$ cat config.mk
export PLATFORM = sky130hd
export DESIGN_NAME = regchk_table
export DESIGN_NICKNAME = d
export VERILOG_FILES = /design/src/rtl/core_pkg.sv /design/src/rtl/regchk_table.sv
export SDC_FILE = /design/constraint.sdc
export NUM_CORES = 1
export LEC_CHECK = 0
export BUFFER_PORTS_ARGS = -buffer_cell sky130_fd_sc_hd__buf_2
export CORE_MARGIN = 3
export CORE_UTILIZATION = 35
export CTS_BUF_LIST = sky130_fd_sc_hd__clkbuf_8
export CTS_CLUSTER_SIZE = 16
export DETAILED_ROUTE_END_ITERATION = 8
export PLACE_DENSITY = 0.61
export SYNTH_ARGS = -nofsm -noshare
export SYNTH_HDL_FRONTEND = slang
export SYNTH_SLANG_ARGS = --single-unit
$ cat constraint.sdc
create_clock -name clk -period 2.6 [get_ports clk]
set_clock_uncertainty 0.15 [all_clocks]
set_input_delay 0.52 -clock clk [delete_from_list [all_inputs] [get_ports clk]]
set_output_delay 0.52 -clock clk [all_outputs]
set_load 0.02 [all_outputs]
$ cat src/rtl/core_pkg.sv
// core_pkg: shared core widths and the register-file checker state encoding.
package core_pkg;
  localparam int DATA_WIDTH     = 32;
  localparam int REG_ADDR_WIDTH = 5;
  localparam int NUM_REGS       = 32;
  typedef enum logic [2:0] {IDLE, SETTLE, READ, CMP, DONE} regchk_state_e;
endpackage

$ cat src/rtl/regchk_table.sv
// regchk_table: expected-value table, one write port and one async read port.
module regchk_table
  import core_pkg::*;
#(
  parameter  int NUM_CHECKS = 16,
  localparam int IW         = $clog2(NUM_CHECKS)
) (
  input  logic                      clk,
  input  logic                      rst_n,
  input  logic                      i_we,
  input  logic [IW-1:0]             i_widx,
  input  logic                      i_en,
  input  logic [REG_ADDR_WIDTH-1:0] i_addr,
  input  logic [DATA_WIDTH-1:0]     i_data,
  input  logic [IW-1:0]             i_ridx,
  output logic                      o_en,
  output logic [REG_ADDR_WIDTH-1:0] o_addr,
  output logic [DATA_WIDTH-1:0]     o_data
);
  logic                      r_en   [NUM_CHECKS];
  logic [REG_ADDR_WIDTH-1:0] r_addr [NUM_CHECKS];
  logic [DATA_WIDTH-1:0]     r_data [NUM_CHECKS];

  always_ff @(posedge clk or negedge rst_n) begin
    if (!rst_n) begin
      for (int i = 0; i < NUM_CHECKS; i++) begin
        r_en[i]   <= 1'b0;
        r_addr[i] <= '0;
        r_data[i] <= '0;
      end
    end else if (i_we) begin
      r_en[i_widx]   <= i_en;
      r_addr[i_widx] <= i_addr;
      r_data[i_widx] <= i_data;
    end
  end

  assign o_en   = r_en[i_ridx];
  assign o_addr = r_addr[i_ridx];
  assign o_data = r_data[i_ridx];
endmodule

# --- Word-level counts from Yosys, hierarchy flattened ---
# Index checks and enable logic that the tools add are counted.
op_classes:
  multipliers: 0
  n_div: 0
  n_eq_ne: 0
  bitwise_logic: 2
  n_reduce_logical: 1
  n_addsub: 0
  shift: 0
  order_cmp: 3
  muxes: 18
ops:
  columns: ["operator", "n"]
  rows:
  - ["512-bit bitwise mux", 1]
  - ["32-bit binary-select mux with 4-bit select", 1]
  - ["32-bit demux with 4-bit select", 1]
  - ["32-bit 2-to-1 mux", 3]
  - ["80-bit bitwise mux", 1]
  - ["5-bit binary-select mux with 4-bit select", 1]
  - ["5-bit demux with 4-bit select", 1]
  - ["16-bit bitwise mux", 1]
  - ["5-bit 2-to-1 mux", 3]
  - ["5-bit >= comparator, second input constant", 2]
  - ["4-bit inverter with 5-bit output", 2]
  - ["5-bit by 1-bit < comparator with 1-bit output, second input constant", 1]
  - ["1-bit binary-select mux with 4-bit select", 1]
  - ["1-bit demux with 4-bit select", 1]
  - ["1-bit 2-to-1 mux", 3]
  - ["1-bit logical AND", 1]
totals:
  ff_bits: 608
  mem_count: 0
  latchBits: 0
  wordCells: 72
  romBits: 0
  ramBits: 0

# --- Logic depth before layout (Yosys ltp) ---
# Gate-level depths: netlist of run 1.
depth:
  word_depth: 6
  ltp_mapped: 6

# --- Worst setup path before layout of run 1 ---
# No wires, ideal clock.
synth_timing:
  kind: "input -> output"
  startpoint: "input i_ridx[0]"
  endpoint: "output o_addr[1]"
  arrival_time_ps: 2002
  setup_slack_ps: -72
  t_required_ps: 1930
  stages: 6
  path_buffers: 3
  path_cell_list: "buf_2 buf_2 buf_2 mux4_2 a22oi_1 nand2_1"
synth_via:
  elab_chain_len: 4
synth_lines:
  columns: ["element", "line", "rtl"]
  rows:
  - ["from (decl)", "regchk_table.sv:15", "input logic [IW-1:0] i_ridx,"]
  - ["4-bit inverter with 5-bit output (implied by the code)", "regchk_table.sv:39", "assign o_addr = r_addr[i_ridx];"]
  - ["5-bit binary-select mux with 4-bit select", "regchk_table.sv:39", null]
  - ["5-bit 2-to-1 mux (implied by the code) (2 in series)", "regchk_table.sv:39", null]
  - ["to (decl)", "regchk_table.sv:17", "output logic [REG_ADDR_WIDTH-1:0] o_addr,"]
# Every way passes these cells. The select of a mux whose other input is x is not followed.

# --- Worst setup path after layout of run 1 ---
layout_timing:
  startpoint: "register r_data[436] (netlist name)"
  endpoint: "output o_data[20]"
layout_via:
  elab_chain_len: 3
layout_lines:
  columns: ["element", "line", "rtl"]
  rows:
  - ["from (decl)", "regchk_table.sv:22", "logic [DATA_WIDTH-1:0] r_data [NUM_CHECKS];"]
  - ["from (signal, indexed assignment)", "regchk_table.sv:34", "r_data[i_widx] <= i_data;"]
  - ["32-bit binary-select mux with 4-bit select", "regchk_table.sv:40", "assign o_data = r_data[i_ridx];"]
  - ["32-bit 2-to-1 mux (implied by the code) (2 in series)", "regchk_table.sv:40", null]
  - ["to (decl)", "regchk_table.sv:18", "output logic [DATA_WIDTH-1:0] o_data"]
# Every way passes these cells. The select of a mux whose other input is x is not followed.

==> results.sh, run 1 <==
export IMPL_status="finished, violations left"
export IMPL_violations="setup timing"
export IMPL_die_w_um=285
export IMPL_peakVddDrop_v=0.000375
export IMPL_worst_ep_required_time_ns=1.93
export IMPL_critPathLaunch="r_data[436]"
export IMPL_ioPinCount=87
export IMPL_mostFrequentLayoutCells="dfrtp_1, mux2_2, mux4_2, clkbuf_8, a22oi_2"
export IMPL_cap_violations=0
export IMPL_synth_distinct_cells=25
export IMPL_antenna_found_initial=7
export IMPL_core_area_mm2=0.0766
export IMPL_grt_pass1_vias=17400
export IMPL_yosysSeqAreaShare=0.558
export IMPL_drt_iter0_drc=894
export IMPL_criticalPathCategory="reg -> out"
export IMPL_dp_hpwl_mm=39.0
export IMPL_period_share=1.05
export IMPL_path_buf_inv=1
export IMPL_worst_pin_slew_ns=0.483
export IMPL_final_nets=1886
export IMPL_slowest_delay_ns=0.49
export IMPL_drt_total_wl_mm=70.7
export IMPL_grt_pass1_wl_mm=108
export IMPL_synth_nets=1716
export IMPL_regArea_mm2=0.0152
export IMPL_setup_viol=37
export IMPL_globalplace_congestion=0.713
export IMPL_fillCellCount=6805
export IMPL_power_leakage_nw=14.3
export IMPL_relSlewSlack=0.678
export IMPL_clk_pin_slew_worst_paths_ns=0.06
export IMPL_syn_area_per_cell_um2=16.4
export IMPL_clk_path_buf_depth=3
export IMPL_synthCells=1667
export IMPL_overflow=0
export IMPL_clk_latency_ns=0.70
export IMPL_drt_pass1_iterations=4
export IMPL_min_period_ns=2.74
export IMPL_min_path_type="in -> reg"
export IMPL_finalMaxSlewViolations=0
export IMPL_final_common_cell="dfrtp_1"
export IMPL_initial_core_util=0.356
export IMPL_viasPerCell=5.32
export IMPL_grt_total_usage=0.174
export IMPL_r2r_start="r_addr[61]"
export IMPL_syn_to_final_growth_pct=21.0
export IMPL_wl_per_cell_um=24.0
export IMPL_rsz0062_at_grt="yes"
export IMPL_placement_io_buffers=86
export IMPL_num_vias=15700
export IMPL_multi_input_area_mm2=0.0118
export IMPL_cts_sink_count=608
export IMPL_cp_start_kind="register"
export IMPL_yosysWarnings=0
export IMPL_cts_buffers=102
export IMPL_drc=0
export IMPL_endpoint_kind="primary output"
export IMPL_holdCritStartpoint="i_data[10]"
export IMPL_power_mw=26.7
export IMPL_post_route_util=0.431
export IMPL_die_y_um=285
export IMPL_setup_tns_ns=-2.70
export IMPL_arrival_ns=2.07
export IMPL_crit_chain="mux4_2, a22oi_2, nand2_2, buf_6"
export IMPL_ant_nets=0
export IMPL_ys_ff_latch=608
export IMPL_syn_area_mm2=0.0273
export IMPL_powerDensity_mw_per_mm2=809
export IMPL_drive_above_1_share=0.644
export IMPL_cts_tree="yes"
export IMPL_cts_root_buf="clkbuf_8"
export IMPL_fmax_ghz=0.365
export IMPL_slowest_stage="mux4_2"
export IMPL_crit_fanout=2
export IMPL_cts_max_level=3
export IMPL_hold_viol=0
export IMPL_grt_max_degree=84
export IMPL_dieArea_mm2=0.0813
export IMPL_num_rows=101
export IMPL_worst_slack_ns=-0.138
export IMPL_critPathTopFamily="multiplexers"
## repair_timing
| item | in CTS | in global routing |
|---|---|---|
| cloned | 1 | 7 |
| hold endpoints to repair | 153 | 0 |
| pin swaps | 69 | 26 |
| hold buffers | 1 | 0 |
| resized for setup | 114 | 56 |
| endpoints found under the setup margin | 38 | 38 |
| buffers inserted | 12 | 16 |
## synthesized netlist by cell type (all sizes together)
library cell | instances | area, µm²
inv | 1 | 3.75
nor3b | 3 | 22.5
buf | 81 | 463
nor3 | 2 | 10.0
or3 | 1 | 6.26
nand2 | 42 | 160
a22oi | 76 | 571
clkbuf | 73 | 274
nand2b | 2 | 20.0
or4 | 2 | 22.5
dfrtp | 608 | 15200
nor2b | 3 | 18.8
mux4 | 152 | 3420
nand3 | 3 | 15.0
nand3b | 2 | 15.0
nor4b | 1 | 15.0
nor2 | 6 | 22.5
and2 | 1 | 6.26
mux2 | 608 | 7000
## stage by stage
stage	instances	hold slack (ns)	instance area [µm²]	worst slack, ns
after CTS	2923	0.0299	32400	-0.212
final	2951	0.114	33000	-0.138
after floorplan	1667	0.0744	27300	-0.0345
after global placement	2726	0.332	29800	-0.160
after detailed placement	2726	0.328	29800	-0.183
after global routing	2948	0.0916	33000	-0.237
## worst paths after layout
| kind | cells past startpoint | slack, ns | to |
|---|---|---|---|
| min | 2 | 0.11 | r_data[106] |
| min reg2reg | 1 | 0.35 | r_addr[29] |
| min in group asynchronous | 2 | 0.23 | r_data[477] |
| max in group asynchronous | 3 | 1.20 | r_data[196] |
| max reg2reg | 2 | 1.56 | r_addr[61] |
| max | 4 | -0.14 | o_data[20] |
## metal layers
| metal | up-vias | track usage | wire length (µm) |
|---|---|---|---|
| li1 | 6610 | - | - |
| met1 | 8707 | 0.239 | 32500 |
| met2 | 306 | 0.281 | 34000 |
| met3 | 87 | 0.0344 | 3010 |
| met4 | 0 | 0.0486 | 1170 |
| met5 | - | 0 | 0 |
## report_power, final
group | total, mW | leakage (nW) | switching, mW | internal [mW]
Clock | 8.41 | 1.20 | 3.91 | 4.50
Combinational | 5.53 | 5.63 | 2.08 | 3.45
Sequential | 12.8 | 7.46 | 1.09 | 11.7
## logic make-up (layout without fill, tap and decap cells)
group,after synthesis,in the layout,synth area share
AND/OR/NAND/NOR,68,68,0.0122
buffers and inverters,155,404,0.0272
flip-flops,608,608,0.558
AO/OA/AOI/OAI,76,76,0.0209
multiplexers,760,760,0.382
other,0,5,0
## sequential cells by signal, summed over array words and instances (netlist names)
signal	cells
r_data	512
r_en	16
r_addr	80
## worst reg2reg max path, delay by kind of cell (launching register included)
family,cells,cell delay [ns]
buffers and inverters,1,0.13
DFF,1,0.39
muxes,1,0.26
## layout make-up
class | count | share of cell area
tap | 1030 | 0.0390
antenna | 5 | 0.000379
clock buffer | 127 | 0.0530
clock inverter | 56 | 0.00876
inverter | 1 | 0.000114
timing repair buffer | 220 | 0.0793
sequential | 608 | 0.461
multi-input combinational | 904 | 0.358
No activity file was read; power rests on OpenSTA's default activity.
==> run 2, diff against run 1 <==
--- a/config.mk
+++ b/config.mk
@@ -11,7 +11,7 @@
 export CTS_BUF_LIST = sky130_fd_sc_hd__clkbuf_8
 export CTS_CLUSTER_SIZE = 16
 export DETAILED_ROUTE_END_ITERATION = 8
-export PLACE_DENSITY = 0.61
+export PLACE_DENSITY = 0.63
 export SYNTH_ARGS = -nofsm -noshare
 export SYNTH_HDL_FRONTEND = slang
 export SYNTH_SLANG_ARGS = --single-unit
==> constraint.sdc (replaced) <==
create_clock -name clk -period 2.4 [get_ports clk]
set_clock_uncertainty 0.15 [all_clocks]
set_input_delay 0.48 -clock clk [delete_from_list [all_inputs] [get_ports clk]]
set_output_delay 0.48 -clock clk [all_outputs]
set_load 0.02 [all_outputs]
==> run 2 against run 1 <==
Effect of this change: the flow still finishes with violations (setup timing); core utilization is 0.069 points lower; sequential power is 8% higher; clock-buffer cell count is 12 higher; critical path type unchanged; critical endpoint is now o_data[30]; largest cell class unchanged; largest power group unchanged; highest routed layer is now met5.
==> results.sh, run 2 (synthesis gave the netlist of run 1 again) <==
export IMPL_clk_latency_ns=0.69
export IMPL_post_route_util=0.430
export IMPL_dp_hpwl_mm=42.5
export IMPL_slowest_stage="mux4_2"
export IMPL_dp_cells=2734
export IMPL_drt_pass1_iterations=5
export IMPL_wl_per_cell_um=23.8
export IMPL_cts_tree="yes"
export IMPL_cts_max_level=3
export IMPL_peakVddDrop_v=0.000394
export IMPL_design_area_mm2=0.0330
export IMPL_worst_slack_ns=-0.259
export IMPL_power_mw=29.4
export IMPL_finalMaxSlewViolations=0
export IMPL_clk_pin_slew_worst_paths_ns=0.06
export IMPL_slowest_delay_ns=0.49
export IMPL_status="finished, violations left"
export IMPL_largest_reg_flops=512
export IMPL_powerDensity_mw_per_mm2=893
export IMPL_placed_cell_area_mm2=0.0300
export IMPL_regArea_mm2=0.0152
export IMPL_placement_io_buffers=86
export IMPL_globalplace_congestion=0.724
export IMPL_grt_total_usage=0.175
export IMPL_cap_violations=0
export IMPL_fillCellCount=6832
export IMPL_mostFrequentLayoutCells="dfrtp_1, mux2_2, mux4_2, clkbuf_8, a22oi_2"
export IMPL_hold_viol=0
export IMPL_rsz0062_at_grt="yes"
export IMPL_relSlewSlack=0.669
export IMPL_drive_above_1_share=0.658
export IMPL_num_vias=15500
export IMPL_cp_start_kind="register"
export IMPL_drt_total_wl_mm=70.1
export IMPL_cts_buffers=103
export IMPL_ant_nets=0
export IMPL_crit_chain="mux4_2, a22oi_2, nand2_2, buf_6"
export IMPL_whs_ns=0.0880
export IMPL_cts_sink_count=608
export IMPL_overflow=0
export IMPL_reg_top3="r_data: 512 flops, r_addr: 80 flops, r_en: 16 flops"
export IMPL_viasPerCell=5.28
export IMPL_setup_viol=38
export IMPL_endpoint_kind="primary output"
export IMPL_dp_worst_setup_slack_ns=-0.257
export IMPL_stdcell_count=2943
export IMPL_multi_input_area_mm2=0.0119
export IMPL_final_nets=1872
export IMPL_largest_register="r_data"
export IMPL_syn_to_final_growth_pct=20.8
export IMPL_grt_pass1_wl_mm=109
export IMPL_period_share=1.11
export IMPL_min_period_ns=2.66
export IMPL_initial_core_util=0.356
export IMPL_die_w_um=285
export IMPL_worst_pin_slew_ns=0.497
export IMPL_num_rows=101
export IMPL_crit_fanout=2
export IMPL_grt_max_degree=92
export IMPL_cts_root_buf="clkbuf_8"
export IMPL_final_common_cell="dfrtp_1"
export IMPL_dieArea_mm2=0.0813
export IMPL_die_y_um=285
export IMPL_grt_pass1_vias=17200
export IMPL_violations="setup timing"
export IMPL_min_path_type="in -> reg"
export IMPL_arrival_ns=2.03
export IMPL_drt_iter0_drc=756
export IMPL_clk_path_buf_depth=3
export IMPL_fmax_ghz=0.376
export IMPL_power_leakage_nw=14.2
export IMPL_setup_tns_ns=-7.56
export IMPL_core_area_mm2=0.0766
export IMPL_criticalPathCategory="reg -> out"
export IMPL_ioPinCount=87
export IMPL_drc=0
export IMPL_antenna_found_initial=8
export IMPL_worst_ep_required_time_ns=1.77
[run 2: cell count changes in the layout (fill, tap and decap cells not counted), sizes merged]
cell      delta
buf          -8
clkbuf       +6
clkinvlp     +1
bufbuf       -1
clkinv       +4
diode        -1
bufinv       +1
inv         -10
[run 2: routing by layer]
metal  up-vias  wire length (µm)  share of wire  GRT usage
met5         -                30        0.00043          0
met4         4              1370          0.020     0.0494
met3       106              2900          0.041     0.0330
met2       301             34400           0.49      0.289
met1      8527             31400           0.45      0.236
li1       6589                 -              -          -
[run 2: repair_timing]
action                                  in CTS  in global routing
pin swaps                                   91                  4
hold buffers                                 1                  0
endpoints found under the hold margin      313                  0
gates resized for setup                    150                  4
endpoints found under the setup margin      38                 38
buffers inserted                            14                  0
[run 2: critical path: cells and delay by family, from the launching register on]
family,cells,cell delay (ns)
compound gates,1,0.19
mux,1,0.49
flops,1,0.39
buf+inv,1,0.15
simple gates,1,0.12
[run 2: final timing paths]
path / startpoint / end / slack (ns) / depth (start not counted)
setup / recovery: r_data[254] / o_data[30] / -0.26 / 4
hold / removal: i_addr[1] / r_addr[11] / 0.09 / 2
setup reg to reg: r_data[410] / r_data[410] / 1.37 / 2
hold reg to reg: r_data[446] / r_data[446] / 0.35 / 1
max in group asynchronous: rst_n / r_data[98] / 1.09 / 4
min in group asynchronous: rst_n / r_data[156] / 0.15 / 2
[run 2: cell type report]
type	count	area share
antenna	4	0.000304
clock buffer	139	0.0581
clock inverter	52	0.00854
inverter	1	0.000114
multi-input combinational	904	0.361
sequential	608	0.462
tap	1030	0.0391
timing repair buffer	205	0.0710
[run 2: power by group]
part / total, mW / switching (mW) / internal, mW
clock: 9.60 / 4.23 / 5.37
sequential: 13.8 / 1.18 / 12.6
combinational: 6.00 / 2.28 / 3.72
==> run 3, diff against run 2 <==
--- a/config.mk
+++ b/config.mk
@@ -12,6 +12,7 @@
 export CTS_CLUSTER_SIZE = 16
 export DETAILED_ROUTE_END_ITERATION = 8
 export PLACE_DENSITY = 0.63
+export SKIP_LAST_GASP = 1
 export SYNTH_ARGS = -nofsm -noshare
 export SYNTH_HDL_FRONTEND = slang
 export SYNTH_SLANG_ARGS = --single-unit
==> run 3 against run 2 <==
Effect of this change: the run still ends with setup timing left; clock power barely moved; sequential power barely moved; maximum frequency shrank 0.10%; core utilization hardly changed; non-clock buffer count is the same; cell area about the same; wire length is essentially flat; flip-flop and latch count did not move; sequential share of layout area about the same; hold slack got worse by 0.0017 ns; setup slack got worse by 0.0027 ns; die area unchanged; critical path type unchanged; largest cell class unchanged.
==> results.sh, run 3 (synthesis gave the netlist of run 1 again) <==
export IMPL_drt_pass1_iterations=5
export IMPL_clk_path_buf_depth=3
export IMPL_antenna_found_initial=8
export IMPL_worst_pin_slew_ns=0.499
export IMPL_globalplace_congestion=0.724
export IMPL_crit_fanout=2
export IMPL_slowest_stage="mux4_2"
export IMPL_drc=0
export IMPL_whs_ns=0.0863
export IMPL_clk_latency_ns=0.69
export IMPL_dp_hpwl_mm=42.5
export IMPL_cts_tree="yes"
export IMPL_holdCritStartpoint="i_data[23]"
export IMPL_min_path_type="in -> reg"
export IMPL_drt_total_wl_mm=70.1
export IMPL_final_common_cell="dfrtp_1"
export IMPL_critPathTopFamily="multiplexers"
export IMPL_grt_pass1_wl_mm=109
export IMPL_criticalPathCategory="reg -> out"
export IMPL_rsz0062_at_grt="yes"
export IMPL_cp_start_kind="register"
export IMPL_core_area_mm2=0.0766
export IMPL_wl_per_cell_um=23.8
export IMPL_grt_total_usage=0.175
export IMPL_num_rows=101
export IMPL_drt_iter0_drc=752
export IMPL_power_mw=29.4
export IMPL_drive_above_1_share=0.658
export IMPL_reg_top3="r_data: 512 flops, r_addr: 80 flops, r_en: 16 flops"
export IMPL_min_delay_path_depth=2
export IMPL_placement_io_buffers=86
export IMPL_status="finished, violations left"
export IMPL_worst_slack_ns=-0.262
export IMPL_viasPerCell=5.27
export IMPL_die_y_um=285
export IMPL_num_vias=15500
export IMPL_grt_max_degree=92
export IMPL_r2r_start="r_data[290]"
export IMPL_min_to="r_data[247]"
export IMPL_worst_ep_required_time_ns=1.77
export IMPL_relSlewSlack=0.667
export IMPL_peakVddDrop_v=0.000392
export IMPL_grt_pass1_vias=17200
export IMPL_endpoint_kind="primary output"
export IMPL_arrival_ns=2.03
export IMPL_crit_chain="mux4_2, a22oi_2, nand2_2, buf_6"
export IMPL_ioPinCount=87
export IMPL_powerDensity_mw_per_mm2=893
export IMPL_overflow=0
export IMPL_min_period_ns=2.66
export IMPL_largest_register="r_data"
export IMPL_rrSetupSlack_ns=1.36
export IMPL_syn_to_final_growth_pct=20.8
export IMPL_finalMaxSlewViolations=0
export IMPL_reg2regPathDepth=2
export IMPL_fillCellCount=6830
export IMPL_design_area_mm2=0.0329
export IMPL_ant_nets=0
export IMPL_clk_pin_slew_worst_paths_ns=0.06
export IMPL_dieArea_mm2=0.0813
export IMPL_placed_cell_area_mm2=0.0300
export IMPL_cts_max_level=3
export IMPL_cts_buffers=103
export IMPL_slowest_delay_ns=0.48
export IMPL_cts_sink_count=608
export IMPL_setup_tns_ns=-7.66
export IMPL_fmax_ghz=0.376
export IMPL_setup_viol=38
export IMPL_die_w_um=285
export IMPL_cap_violations=0
export IMPL_power_leakage_nw=14.2
export IMPL_hold_viol=0
export IMPL_period_share=1.11
export IMPL_final_nets=1872
export IMPL_cts_root_buf="clkbuf_8"
export IMPL_path_buf_inv=1
export IMPL_initial_core_util=0.356
export IMPL_dp_worst_setup_slack_ns=-0.257
export IMPL_violations="setup timing"
export IMPL_mostFrequentLayoutCells="dfrtp_1, mux2_2, mux4_2, clkbuf_8, a22oi_2"
export IMPL_largest_reg_flops=512
export IMPL_r2r_end="r_data[290]"
[run 3: worst max-delay path by stage]
stage | startpoint | cells after the start | endpoint
floorplan | i_ridx[0] | 6 | o_addr[4]
global placement | i_ridx[0] | 6 | o_data[19]
detailed placement | i_ridx[0] | 7 | o_data[31]
CTS | r_data[147] | 4 | o_data[19]
global route | r_data[254] | 4 | o_data[30]
finish | r_data[147] | 4 | o_data[19]
[run 3: power breakdown]
part	internal [mW]	leakage (nW)	switching, mW	total, mW
logic	3.71	5.48	2.28	5.99
clock network	5.37	1.26	4.23	9.60
registers	12.6	7.46	1.19	13.8
[run 3: what timing repair did]
item / in CTS / in global routing
endpoints found under the hold margin: 313 / 0
pin swaps: 91 / 4
setup endpoints to repair: 38 / 38
buffers inserted: 14 / 0
hold buffers: 1 / 0
gates resized for setup: 146 / 4
[run 3: per-layer routing]
metal / global-route usage / vias up / part of all wire
met5: 0 / - / 0.00043
met4: 0.0494 / 4 / 0.019
met1: 0.236 / 8478 / 0.44
li1: - / 6594 / -
met3: 0.0330 / 102 / 0.047
met2: 0.289 / 333 / 0.49
[run 3: stage by stage]
stage,std cells,utilization
final,2945,0.430
after global routing,2940,0.430
after CTS,2939,0.430
after detailed placement,2734,0.392
after global placement,2734,0.392
after floorplan,1667,-
[run 3: final cells by class]
cell class,instances,area [µm²],area share
Antenna cell,6,15.0,0.000456
Clock buffer,139,1910,0.0581
Timing Repair Buffer,205,2330,0.0707
Inverter,1,3.75,0.000114
Multi-Input combinational cell,904,11900,0.361
Clock inverter,52,282,0.00854
Tap cell,1030,1290,0.0391
Sequential cell,608,15200,0.462
[run 3: worst register-to-register path: stages (launching register included)]
cell and delay, ns:
dfrtp_1 0.39, buf_4 0.13, mux2_2 0.26
